[src/rtl/booth_pkg.sv]
// Shared types for the radix-4 Booth multipliers: controller states and the
// digit encoding that the recoder produces.
package booth_pkg;

  typedef enum logic [1:0] {
    IDLE = 2'd0,
    CALC = 2'd1,
    DONE = 2'd2
  } state_t;

  // A Booth digit in {0,+1,+2,-1,-2}: magnitude select (one/two) plus sign.
  typedef struct packed {
    logic neg;
    logic one;
    logic two;
  } booth_digit_t;

  localparam booth_digit_t DIGIT_ZERO = '{neg: 1'b0, one: 1'b0, two: 1'b0};
  localparam booth_digit_t DIGIT_P1   = '{neg: 1'b0, one: 1'b1, two: 1'b0};
  localparam booth_digit_t DIGIT_P2   = '{neg: 1'b0, one: 1'b0, two: 1'b1};
  localparam booth_digit_t DIGIT_M1   = '{neg: 1'b1, one: 1'b1, two: 1'b0};
  localparam booth_digit_t DIGIT_M2   = '{neg: 1'b1, one: 1'b0, two: 1'b1};

  // Zero digits keep neg low so no stray carry-in reaches the adder.
  function automatic booth_digit_t booth_recode(input logic [2:0] window);
    booth_digit_t d;
    case (window)
      3'b001, 3'b010: d = DIGIT_P1;
      3'b011:         d = DIGIT_P2;
      3'b100:         d = DIGIT_M2;
      3'b101, 3'b110: d = DIGIT_M1;
      default:        d = DIGIT_ZERO;
    endcase
    return d;
  endfunction

endpackage

[src/rtl/booth_r4_recoder.sv]
// Radix-4 Booth recoder: one overlapping 3-bit multiplier window to a digit.
// Shared with the partial-product generator of the combinational array.
module booth_r4_recoder
  import booth_pkg::*;
(
  input  logic [2:0] window,
  output logic       neg,
  output logic       one,
  output logic       two
);

  booth_digit_t digit;

  assign digit = booth_recode(window);
  assign neg   = digit.neg;
  assign one   = digit.one;
  assign two   = digit.two;

endmodule

[src/rtl/booth_r4_seq_multiplier.sv]
// Iterative radix-4 Booth signed multiplier. One shared WIDTH+2 bit ripple
// adder is reused for WIDTH/2 iterations; valid/ready on both sides plus a
// synchronous abort.
module booth_r4_seq_multiplier
  import booth_pkg::*;
#(
  parameter int WIDTH = 8,
  parameter int CNT_W = $clog2(WIDTH / 2 + 1)
) (
  input  logic                 clk,
  input  logic                 rst_n,
  input  logic                 in_valid,
  output logic                 in_ready,
  input  logic [WIDTH-1:0]     in_a,
  input  logic [WIDTH-1:0]     in_b,
  input  logic                 abort,
  output logic                 busy,
  output logic                 out_valid,
  input  logic                 out_ready,
  output logic [2*WIDTH-1:0]   out_product
);

  // Two guard bits so that +/-2A of a full-scale operand cannot overflow.
  localparam int AW = WIDTH + 2;

  if (WIDTH < 4 || (WIDTH % 2) != 0) begin : g_bad_width
    $fatal(1, "booth_r4_seq_multiplier: WIDTH must be even and >= 4");
  end

  state_t               state;
  state_t               state_nxt;
  logic                 load;
  logic                 step;

  logic [CNT_W-1:0]     count;
  logic [2*WIDTH+1:0]   acc;
  logic [WIDTH-1:0]     a_reg;
  logic [WIDTH:0]       mreg;

  logic                 d_neg;
  logic                 d_one;
  logic                 d_two;

  logic [AW-1:0]        a_ext;
  logic [AW-1:0]        mag;
  logic [AW-1:0]        addend;
  logic [AW-1:0]        sum;
  logic [AW-1:0]        carry;

  booth_r4_recoder u_recoder (
    .window (mreg[2:0]),
    .neg    (d_neg),
    .one    (d_one),
    .two    (d_two)
  );

  assign a_ext = {{2{a_reg[WIDTH-1]}}, a_reg};

  // Select d*A magnitude; negation is one's complement with carry-in below.
  always_comb begin
    mag = '0;
    if (d_two) begin
      mag = {a_ext[AW-2:0], 1'b0};
    end else if (d_one) begin
      mag = a_ext;
    end
    addend = d_neg ? ~mag : mag;
  end

  assign carry[0] = d_neg;

  // Ripple of full-adder cells over the upper half of the accumulator.
  for (genvar i = 0; i < AW; i++) begin : g_fa
    assign sum[i] = acc[WIDTH+i] ^ addend[i] ^ carry[i];
    if (i < AW - 1) begin : g_carry
      assign carry[i+1] = (acc[WIDTH+i] & addend[i]) |
                          (carry[i] & (acc[WIDTH+i] ^ addend[i]));
    end
  end

  // State register.
  always_ff @(posedge clk or negedge rst_n) begin
    if (!rst_n) begin
      state <= IDLE;
    end else begin
      state <= state_nxt;
    end
  end

  // Next-state and datapath strobes; abort overrides both handshakes.
  always_comb begin
    state_nxt = state;
    load      = 1'b0;
    step      = 1'b0;
    if (abort) begin
      state_nxt = IDLE;
    end else begin
      case (state)
        IDLE: begin
          if (in_valid) begin
            load      = 1'b1;
            state_nxt = CALC;
          end
        end
        CALC: begin
          step = 1'b1;
          if (count == CNT_W'(1)) begin
            state_nxt = DONE;
          end
        end
        DONE: begin
          if (out_ready) begin
            state_nxt = IDLE;
          end
        end
        default: state_nxt = IDLE;
      endcase
    end
  end

  // Operand capture and one Booth iteration per CALC edge.
  always_ff @(posedge clk or negedge rst_n) begin
    if (!rst_n) begin
      count <= '0;
      acc   <= '0;
      a_reg <= '0;
      mreg  <= '0;
    end else if (load) begin
      count <= CNT_W'(WIDTH / 2);
      acc   <= '0;
      a_reg <= in_a;
      mreg  <= {in_b, 1'b0};
    end else if (step) begin
      count <= count - CNT_W'(1);
      acc   <= {{2{sum[AW-1]}}, sum, acc[WIDTH-1:2]};
      mreg  <= mreg >> 2;
    end
  end

  assign in_ready    = (state == IDLE);
  assign busy        = (state == CALC);
  assign out_valid   = (state == DONE);
  assign out_product = acc[2*WIDTH-1:0];

endmodule

[config.mk]
export PLATFORM = sky130hd
export DESIGN_NAME = booth_r4_seq_multiplier
export DESIGN_NICKNAME = d
export VERILOG_FILES = /design/src/rtl/booth_pkg.sv /design/src/rtl/booth_r4_recoder.sv /design/src/rtl/booth_r4_seq_multiplier.sv
export SDC_FILE = /design/constraint.sdc
export NUM_CORES = 1
export LEC_CHECK = 0
export BUFFER_PORTS_ARGS = -buffer_cell sky130_fd_sc_hd__buf_2
export CORE_ASPECT_RATIO = 0.8
export CORE_MARGIN = 8
export CORE_UTILIZATION = 49
export DETAILED_ROUTE_END_ITERATION = 10
export PLACE_DENSITY = 0.83
export SLEW_MARGIN = 15
export SYNTH_ARGS = -nofsm -noshare
export SYNTH_HDL_FRONTEND = slang
export SYNTH_SLANG_ARGS = --single-unit
export TNS_END_PERCENT = 50
[constraint.sdc]
create_clock -name clk -period 4.1 [get_ports clk]
set_input_delay 0.615 -clock clk [delete_from_list [all_inputs] [get_ports clk]]
set_output_delay 0.615 -clock clk [all_outputs]
set_load 0.1 [all_outputs]
==> results of run 1 <==
synth_stat cells (all sizes together) (2+ instances only):
cell,number,area (sq um)
a22oi,2,15.0
inv,7,26.3
xor2,8,77.6
dfrtp,38,951
nand2,45,169
a21oi,17,85.1
a221oi,2,17.5
o21ai,4,20.0
clkbuf,2,7.51
and2b,2,15.0
fa,8,160
a22o,10,87.6
nor2b,2,12.5
o2bb2ai,3,26.3
a221o,6,60.1
buf,10,62.6
or3b,2,17.5
nand3,2,10.0
nor2,17,63.8
ha,2,25.0
metal layers:
| layer | global-route usage | share of wire |
|---|---|---|
| met1 | 0.188 | 0.45 |
| met2 | 0.252 | 0.46 |
| met3 | 0.0472 | 0.077 |
| met4 | 0.0570 | 0.016 |
| met5 | 0 | 0 |
worst max-delay path, delay by kind of cell, from the launching register on:
family                   cells  cell delay, ns
flip-flops                   1            0.41
AO/OA/AOI/OAI                2            0.42
buffers and inverters        1            0.07
AND/OR/NAND/NOR              2            0.30
adder cells (fa/ha/maj)      8            2.69
where the power goes:
part / switching, mW / internal [mW] / total, mW / leakage (nW)
Sequential: 0.125 / 0.493 / 0.617 / 0.481
Clock: 0.132 / 0.179 / 0.311 / 0.0579
Combinational: 0.767 / 0.377 / 1.14 / 0.668
cell usage in the layout, fill, tap and decap left out, types with 2 or more instances in the layout:
cell	count
fa_2	7
o2bb2ai_1	2
xor2_1	7
a22oi_1	2
buf_4	10
o21ai_0	2
clkinv_2	2
and2b_1	2
a221oi_1	2
dfrtp_1	35
clkbuf_8	5
o21ai_1	2
a221o_1	6
a22o_1	10
ha_1	2
buf_2	39
nand3_1	2
nor2b_1	2
inv_1	7
dfrtp_2	3
a21oi_1	17
nand2_1	44
nor2_1	17
logic make-up (layout without fill, tap and decap cells):
| kind of cell | after synthesis | count (layout) | share of synthesized area |
|---|---|---|---|
| and+or+nand+nor | 75 | 75 | 0.174 |
| adders and majority gates | 10 | 10 | 0.0923 |
| xor gates and xnor gates | 8 | 8 | 0.0387 |
| buffers and inverters | 19 | 64 | 0.0480 |
| AOI/OAI and AO/OA | 48 | 48 | 0.173 |
| DFF | 38 | 38 | 0.474 |
through the flow:
stage	worst slack [ns]	hold WS, ns	util	cells
6_report	0.135	0.424	0.627	298
5_1_grt	0.0357	0.494	0.627	298
4_1_cts	0.0170	0.447	0.619	297
3_5_place_dp	-0.0712	0.477	0.588	288
3_3_place_gp	0.0485	0.475	0.588	288
2_1_floorplan	0.0127	0.319	-	198
worst max path at each step:
stage / slack (ns) / endpoint / startpoint / depth (start not counted)
floorplan: 0.01 / acc[14] / mreg[1] / 14
global placement: 0.05 / acc[14] / mreg[0] / 13
detailed placement: -0.07 / acc[14] / mreg[0] / 13
CTS: 0.02 / acc[14] / mreg[0] / 13
global route: 0.04 / acc[14] / mreg[2] / 13
finish: 0.13 / acc[14] / mreg[2] / 13
timing repair:
item | 4_1_cts | 5_1_grt
setup buffers | 1 | 1
resized for setup | 2 | 8
cloned | 0 | 0
endpoints found under the setup margin | 1 | 1
pin swaps | 0 | 1
layout make-up:
type	instances	area, sq um
Tap cell	55	68.8
Multi-Input combinational cell	141	987
Clock buffer	5	68.8
Timing Repair Buffer	49	270
Fill cell	331	1440
Sequential cell	38	955
Clock inverter	3	40.0
Inverter	7	26.3
==> run_results.csv, run 1 <==
group,metric,value,unit
critical_path,cp-end-kind,"register",
critical_path,crit_path_top_delay_cell,"dfrtp_1",
power,p_leak,1.21,nW
sta,finalSetupViolCount,0,
cells_and_area,area_delta_synth_final,20.5,%
sta,maxSlewViolCount,0,
placement,dpl-instance-area,2260,sq um
critical_path,cpMostUsedCell,"fa_2",
die,dieWidth,87.5,um
critical_path,required,4.31,ns
critical_path,path_class,"register to register",
drt,routedWlPerCell,15.5,um
clocking,clock_latency,0.29,ns
die,start_util,0.520,
die,io_pins,40,
cells_and_area,n_antenna_cell,0,
critical_path,rr_endpoint,"acc[14]",
critical_path,worstPathCellList,"or3b_4, nor2_1, a221o_1, fa_2, fa_2, fa_2, fa_2, fa_2, fa_2, inv_1, fa_2, fa_1, o2bb2ai_2",
drt,drc,0,
critical_path,timing.rr.start,"mreg[2]",
cells_and_area,fin_area,2420,sq um
synth,synth-warning-count,0,
clocking,holdBufCountCts,0,
flow_run,drv_cap,0,
synth,ys_ff_latch,38,
critical_path,start_kind,"register",
sta,max_freq,252,MHz
grt,grt_pass1_wl,7650,um
power,ir_drop,674,uV
critical_path,critical_path.max_fanout,4,
sta,tns,0,ns
sta,final.period_utilization,0.967,
die,die_y,73.2,um
grt,grt-ovfl-total,0,
power,power.density,858,nW/um^2
cells_and_area,largest_reg_flops,16,
clocking,cts_root_buf,"clkbuf_8",
clocking,clock_path_buffers,2,
sta,slew_headroom,0.227,
sta,rsz0062_at_grt,"no",
drt,drt_wl_total,4610,um
synth,syn_area,2010,sq um
grt,grt_max_degree,39,
drt,vias,1618,
power,finalPower,2.07,mW
grt,antenna_found_initial,0,
drt,drtAntennaViolNets,0,
drt,drt_iter0_drc,84,
synth,yosysUniqueCellTypes,32,
clocking,path_clk_slew,0.08,ns
sta,worst_pin_slew,1.16,ns
synth,synthCells,198,
min_path,min_path_type,"input port to asynchronous set/reset pin",
synth,synthArstFlopShare,1.00,
synth,syn_nets,229,
drt,routed_via_density,5.43,
synth,synth_area_per_cell,10.1,sq um
critical_path,reg2reg_depth,13,
die,coreArea,3850,sq um
synth,synthFlopType,"dfrtp_1",
clocking,cts-htree-levels,2,
synth,ys_seq_area_frac,0.474,
drt,first_pass_iters,5,
critical_path,cp.arrival,4.18,ns
clocking,numClockSinks,38,
grt,grtUsageTotal,0.155,
placement,gp_congestion,0.842,
outcome,status,"finished, final reports clean",
placement,hpwl,3180,um
sta,hold_viol,0,
grt,grt_pass1_vias,1597,
sta,skew,0.00671,ns
cells_and_area,drive_above_1_share,0.305,
synth,synth_edf_count,0,
clocking,cts_tree,"done",
die,rows,20,
sta,fin_crit,3.97,ns
placement,port_buffers,39,
critical_path,slowest_delay,0.41,ns
clocking,cts_buffers,5,
cells_and_area,num-nets-final,273,
critical_path,rrSetupSlack,0.13,ns
die,die_area,6410,sq um
Note: power is estimated with default switching activity, not from simulation.
==> run 2: changes to the inputs <==
CORE_UTILIZATION = 54   (was 49)
PLACE_DENSITY = 0.86   (was 0.83)
clock period = 3.65 ns   (was 4.1 ns; I/O delays follow)
==> run 2 against run 1 <==
Against the previous run:
- power increased by 10%
- first-iteration DRC count increased by 20%
- combinational power increased by 13%
- via count decreased by 1.6%
- global-route usage increased by 0.14 points
- final cell count decreased by 3.7%
- sequential power increased by 12%
- the flow now finishes with violations (negative setup slack)
- largest power group unchanged
==> run_results.csv, run 2 (same netlist as run 1, synthesis figures left out) <==
group,metric,value,unit
critical_path,slowest_delay,0.44,ns
placement,detailedPlace.worstSlack,-0.256,ns
sta,final.period_utilization,1.07,
drt,drc,0,
clocking,clock_latency,0.29,ns
die,die_area,5930,sq um
drt,drt_wl_total,4560,um
cells_and_area,area_delta_synth_final,19.3,%
die,io_pins,40,
die,rows,19,
sta,maxSlewViolCount,0,
clocking,clock_path_buffers,2,
clocking,holdBufCountCts,0,
cells_and_area,drive_above_1_share,0.306,
die,coreArea,3490,sq um
critical_path,path_class,"register to register",
clocking,cts_tree,"done",
clocking,cts_root_buf,"clkbuf_8",
placement,port_buffers,39,
power,switching_power,1.15,mW
power,clkPwrFrac,0.131,
sta,fin_hold_ws,0.345,ns
power,pwr-share-comb,0.567,
drt,routedWlPerCell,15.9,um
power,p_sw_frac,0.502,
critical_path,worstPathCellList,"nand2_1, nor2_2, a221o_1, fa_2, fa_2, fa_2, fa_2, fa_2, fa_2, inv_2, fa_2, fa_1, o2bb2ai_1",
power,seqPwrFrac,0.302,
sta,slew_headroom,0.315,
power,internal-power,1.14,mW
clocking,cts_resized,1,
drt,vias,1592,
die,dieWidth,84.1,um
critical_path,cpMostUsedCell,"fa_2",
clocking,cts-htree-levels,2,
clocking,cts_buffers,5,
placement,hpwl,3290,um
power,p_leak,1.20,nW
min_path,min_path_type,"input port to asynchronous set/reset pin",
cells_and_area,largest_reg_flops,16,
flow_run,drv_cap,0,
drt,first_pass_iters,4,
cells_and_area,final_cell_mix,"nand2_1, buf_2, dfrtp_1",
sta,max_freq,257,MHz
sta,setup_ws,-0.248,ns
grt,grt_pass1_wl,7580,um
outcome,status,"finished with violations",
sta,fin_crit,3.90,ns
sta,worst_pin_slew,1.02,ns
critical_path,critical_path.max_fanout,5,
clocking,post-cts-setup-buffers,0,
grt,grtUsageTotal,0.156,
grt,grt_max_degree,39,
outcome,violations,"negative setup slack",
placement,gp_congestion,0.853,
drt,drt_iter0_drc,101,
die,start_util,0.574,
critical_path,cp.arrival,4.11,ns
sta,tns,-0.333,ns
grt,grt_pass1_vias,1639,
sta,skew,0.00741,ns
clocking,path_clk_slew,0.08,ns
critical_path,required,3.87,ns
cells_and_area,mostFrequentLayoutCell,"nand2_1",
sta,hold_viol,0,
grt,antenna_found_initial,0,
grt,grt-ovfl-total,0,
critical_path,crit_path_top_delay_cell,"dfrtp_1",
drt,drtAntennaViolNets,0,
power,power.density,954,nW/um^2
sta,rsz0062_at_grt,"yes",
clocking,numClockSinks,38,
cells_and_area,n_antenna_cell,0,
critical_path,cp-end-kind,"register",
power,ir_drop,833,uV
drt,routed_via_density,5.55,
critical_path,reg2reg_depth,13,
cells_and_area,num-nets-final,275,
critical_path,start_kind,"register",
sta,finalSetupViolCount,2,
die,die_y,70.5,um
run 2: cell types whose count changed in the layout (fill, tap and decap cells not counted), sizes merged:
cell / previous run / this run
clkinvlp: 0 / 1
clkbuf: 5 / 6
bufinv: 1 / 0
buf: 49 / 51
clkinv: 2 / 1
run 2: final timing paths:
| check | start | endpoint | slack, ns |
|---|---|---|---|
| hold / removal | rst_n | mreg[6] | 0.34 |
| setup reg to reg | mreg[1] | acc[14] | -0.25 |
| max in group asynchronous | rst_n | acc[8] | 2.74 |
| setup / recovery | mreg[1] | acc[14] | -0.25 |
| min in group clk | in_a[0] | a_reg[0] | 0.44 |
| hold reg to reg | count[1] | count[1] | 0.50 |
run 2: cell type report:
class,instances,area (sq um)
Inverter,7,26.3
Sequential cell,38,955
Clock inverter,2,12.5
Tap cell,42,52.6
Multi-Input combinational cell,141,978
Fill cell,291,1100
Clock buffer,6,82.6
Timing Repair Buffer,51,285
run 2: per-layer routing:
metal | track usage | share of wire
met2 | 0.247 | 0.48
met5 | 0 | 0
met1 | 0.192 | 0.45
met4 | 0.0688 | 0.014
met3 | 0.0475 | 0.055
run 2: power by group through the flow:
stage | Clock, mW | Sequential (mW) | Combinational (mW)
floorplan | 0 | 1.07 | 0.611
global placement | 0 | 0.689 | 1.26
detailed placement | 0 | 0.697 | 1.30
CTS | 0.308 | 0.690 | 1.31
global route | 0.328 | 0.711 | 1.39
finish | 0.299 | 0.690 | 1.29
run 2: per-stage QoR:
| stage | cells | area [sq um] | total power, mW | util |
|---|---|---|---|---|
| 4_1_cts | 287 | 2390 | 2.31 | 0.685 |
| 3_3_place_gp | 279 | 2300 | 1.95 | 0.657 |
| 2_1_floorplan | 198 | 2050 | 1.68 | - |
| 6_report | 287 | 2390 | 2.28 | 0.685 |
| 5_1_grt | 287 | 2390 | 2.43 | 0.685 |
| 3_5_place_dp | 279 | 2300 | 2.00 | 0.657 |
run 2: critical path: cells and delay by family (launching register included):
kind | cells | cell delay, ns
AO/OA/AOI/OAI | 2 | 0.49
buffers and inverters | 1 | 0.06
flip-flops | 1 | 0.44
adder cells (fa/ha/maj) | 8 | 2.65
AND/OR/NAND/NOR | 2 | 0.18
==> run 3: changes to the inputs <==
ABC_AREA = 1   (was unset)
CORE_UTILIZATION = 55   (was 54)
CTS_CLUSTER_DIAMETER = 40   (was unset)
PLACE_DENSITY = 0.87   (was 0.86)
==> run 3 against run 2 <==
Against the previous run:
- the flow still finishes with violations (negative setup slack)
- combinational power grew 13%
- sequential power barely moved
- core utilization up 0.77 points
- largest cell class unchanged
- synthesized area rose by 4.6%
- die area up 2.1%
- sequential share of layout area is 3.0 points lower
==> run_results.csv, run 3 <==
group,metric,value,unit
cells_and_area,largest_reg_flops,16,
clocking,cts-htree-levels,2,
drt,drt_iter0_drc,150,
placement,gp_congestion,0.890,
cells_and_area,n_antenna_cell,0,
synth,syn_area,2100,sq um
synth,syn_nets,305,
clocking,path_clk_slew,0.07,ns
clocking,cts_tree,"done",
drt,first_pass_iters,5,
sta,skew,0.00563,ns
synth,ys_seq_area_frac,0.453,
drt,drt_wl_total,4590,um
sta,hold_viol,0,
sta,max_freq,242,MHz
critical_path,worstPathCellList,"nand2_2, inv_2, nor2_4, inv_2, nand2_1, nand2_2, fa_2, fa_2, fa_2, fa_2, fa_2, fa_2, inv_2, fa_2, fa_1, or2_2, nand2_1",
synth,synthArstFlopShare,1.00,
drt,drc,0,
grt,grtUsageTotal,0.167,
critical_path,crit_family,"adder cells",
die,io_pins,40,
drt,vias,1861,
power,power.density,970,nW/um^2
critical_path,cp.depth,17,
sta,fin_crit,4.14,ns
synth,synthCells,274,
sta,final.period_utilization,1.13,
power,finalPower,2.50,mW
cells_and_area,final_cell_mix,"nand2_1, buf_2, dfrtp_1",
critical_path,required,3.88,ns
synth,yosysMostFrequentCell,"nand2_1",
critical_path,worstPathBufferInverterCount,3,
sta,slew_headroom,0.439,
cells_and_area,drive_above_1_share,0.275,
synth,yosysUniqueCellTypes,18,
critical_path,start_kind,"register",
die,rows,20,
grt,grt_pass1_wl,8290,um
outcome,status,"finished with violations",
sta,setup_ws,-0.488,ns
critical_path,reg2reg_depth,17,
cells_and_area,num-nets-final,362,
critical_path,crit_path_top_delay_cell,"dfrtp_1",
critical_path,critical_path.max_fanout,4,
critical_path,path_class,"register to register",
sta,rsz0062_at_grt,"yes",
die,start_util,0.563,
critical_path,cpMostUsedCell,"fa_2",
synth,ys_ff_latch,38,
synth,yosys.area.top_type,"dfrtp_1",
placement,dp_cells,364,
flow_run,drv_cap,0,
synth,synth-warning-count,0,
min_path,min_path_type,"input port to asynchronous set/reset pin",
clocking,cts_buffers,5,
die,dieWidth,85.1,um
clocking,clock_latency,0.29,ns
critical_path,cp.arrival,4.37,ns
sta,maxSlewViolCount,0,
synth,synth_edf_count,0,
grt,grt_pass1_vias,1939,
synth,synth_area_per_cell,7.66,sq um
grt,grt_max_degree,39,
clocking,numClockSinks,38,
synth,yosysTopAreaCellShare,0.453,
placement,hpwl,3380,um
sta,worst_pin_slew,0.841,ns
cells_and_area,final_cells,375,
power,ir_drop,464,uV
drt,drtAntennaViolNets,0,
cells_and_area,area_delta_synth_final,23.0,%
die,coreArea,3730,sq um
cells_and_area,mostFrequentLayoutCell,"nand2_1",
clocking,cts_root_buf,"clkbuf_8",
grt,antenna_found_initial,0,
synth,synthFlopType,"dfrtp_1",
die,die_y,71.2,um
critical_path,cp-end-kind,"register",
synth,yosys-top-cells-area,"dfrtp_1, nand2_1, fa_1, nand3_1, inv_1",
die,die_area,6060,sq um
power,p_leak,1.50,nW
drt,routed_via_density,4.96,
outcome,violations,"negative setup slack",
critical_path,slowest_delay,0.43,ns
grt,grt-ovfl-total,0,
drt,routedWlPerCell,12.2,um
clocking,holdBufCountCts,0,
sta,finalSetupViolCount,3,
clocking,clock_path_buffers,2,
placement,port_buffers,39,
synth,synth_common_cells,"nand2_1, dfrtp_1, nand3_1",
-- run 3: logic make-up (layout without fill, tap and decap cells) --
logic type | count (synthesis) | after routing | synth area share
and+or+nand+nor | 196 | 196 | 0.385
DFF | 38 | 38 | 0.453
buffers and inverters | 26 | 83 | 0.0626
adders and majority gates | 10 | 10 | 0.0882
AOI/OAI and AO/OA | 4 | 4 | 0.0107
-- run 3: power breakdown --
| part | internal (mW) | switching [mW] | leakage [nW] |
|---|---|---|---|
| logic | 0.462 | 0.994 | 0.961 |
| registers | 0.563 | 0.125 | 0.486 |
| clock network | 0.218 | 0.140 | 0.0573 |
-- run 3: worst paths after layout --
kind                              start       end  slack [ns]
max in group asynchronous         rst_n    acc[8]        2.71
worst min register to register   acc[0]    acc[0]        0.47
worst max-delay path            mreg[1]   acc[14]       -0.49
worst min-delay path              rst_n    acc[0]        0.36
min in group clk                in_a[0]  a_reg[0]        0.45
worst max register to register  mreg[1]   acc[14]       -0.49
-- run 3: repair_timing --
action                     in CTS  in global routing
pin swaps                       1                  3
buffers inserted                2                  2
setup endpoints to repair       2                  3
resized for setup               0                  6
-- run 3: area by class of cell --
type	instances	area [sq um]
Clock buffer	6	82.6
Sequential cell	38	952
Fill cell	294	1150
Tap cell	44	55.1
Inverter	20	75.1
Clock inverter	1	30.0
Multi-Input combinational cell	210	1060
Timing Repair Buffer	56	323
-- run 3: metal layers --
layer	share of wire	vias up	global-route usage	wire [um]
met1	0.46	860	0.198	2090
met2	0.47	47	0.277	2140
met5	0	-	0	0
met4	0.014	0	0.0650	64
met3	0.064	7	0.0526	294
li1	-	947	-	-
-- run 3: stage by stage --
stage	area (sq um)	hold WS (ns)	setup TNS, ns	setup slack (ns)	util
2_1_floorplan	2130	0.252	-0.558	-0.365	-
3_3_place_gp	2420	0.449	-0.511	-0.337	0.649
3_5_place_dp	2420	0.461	-0.693	-0.437	0.649
4_1_cts	2550	0.382	-0.727	-0.448	0.684
5_1_grt	2580	0.414	-1.39	-0.657	0.692
6_report	2580	0.359	-0.831	-0.488	0.692
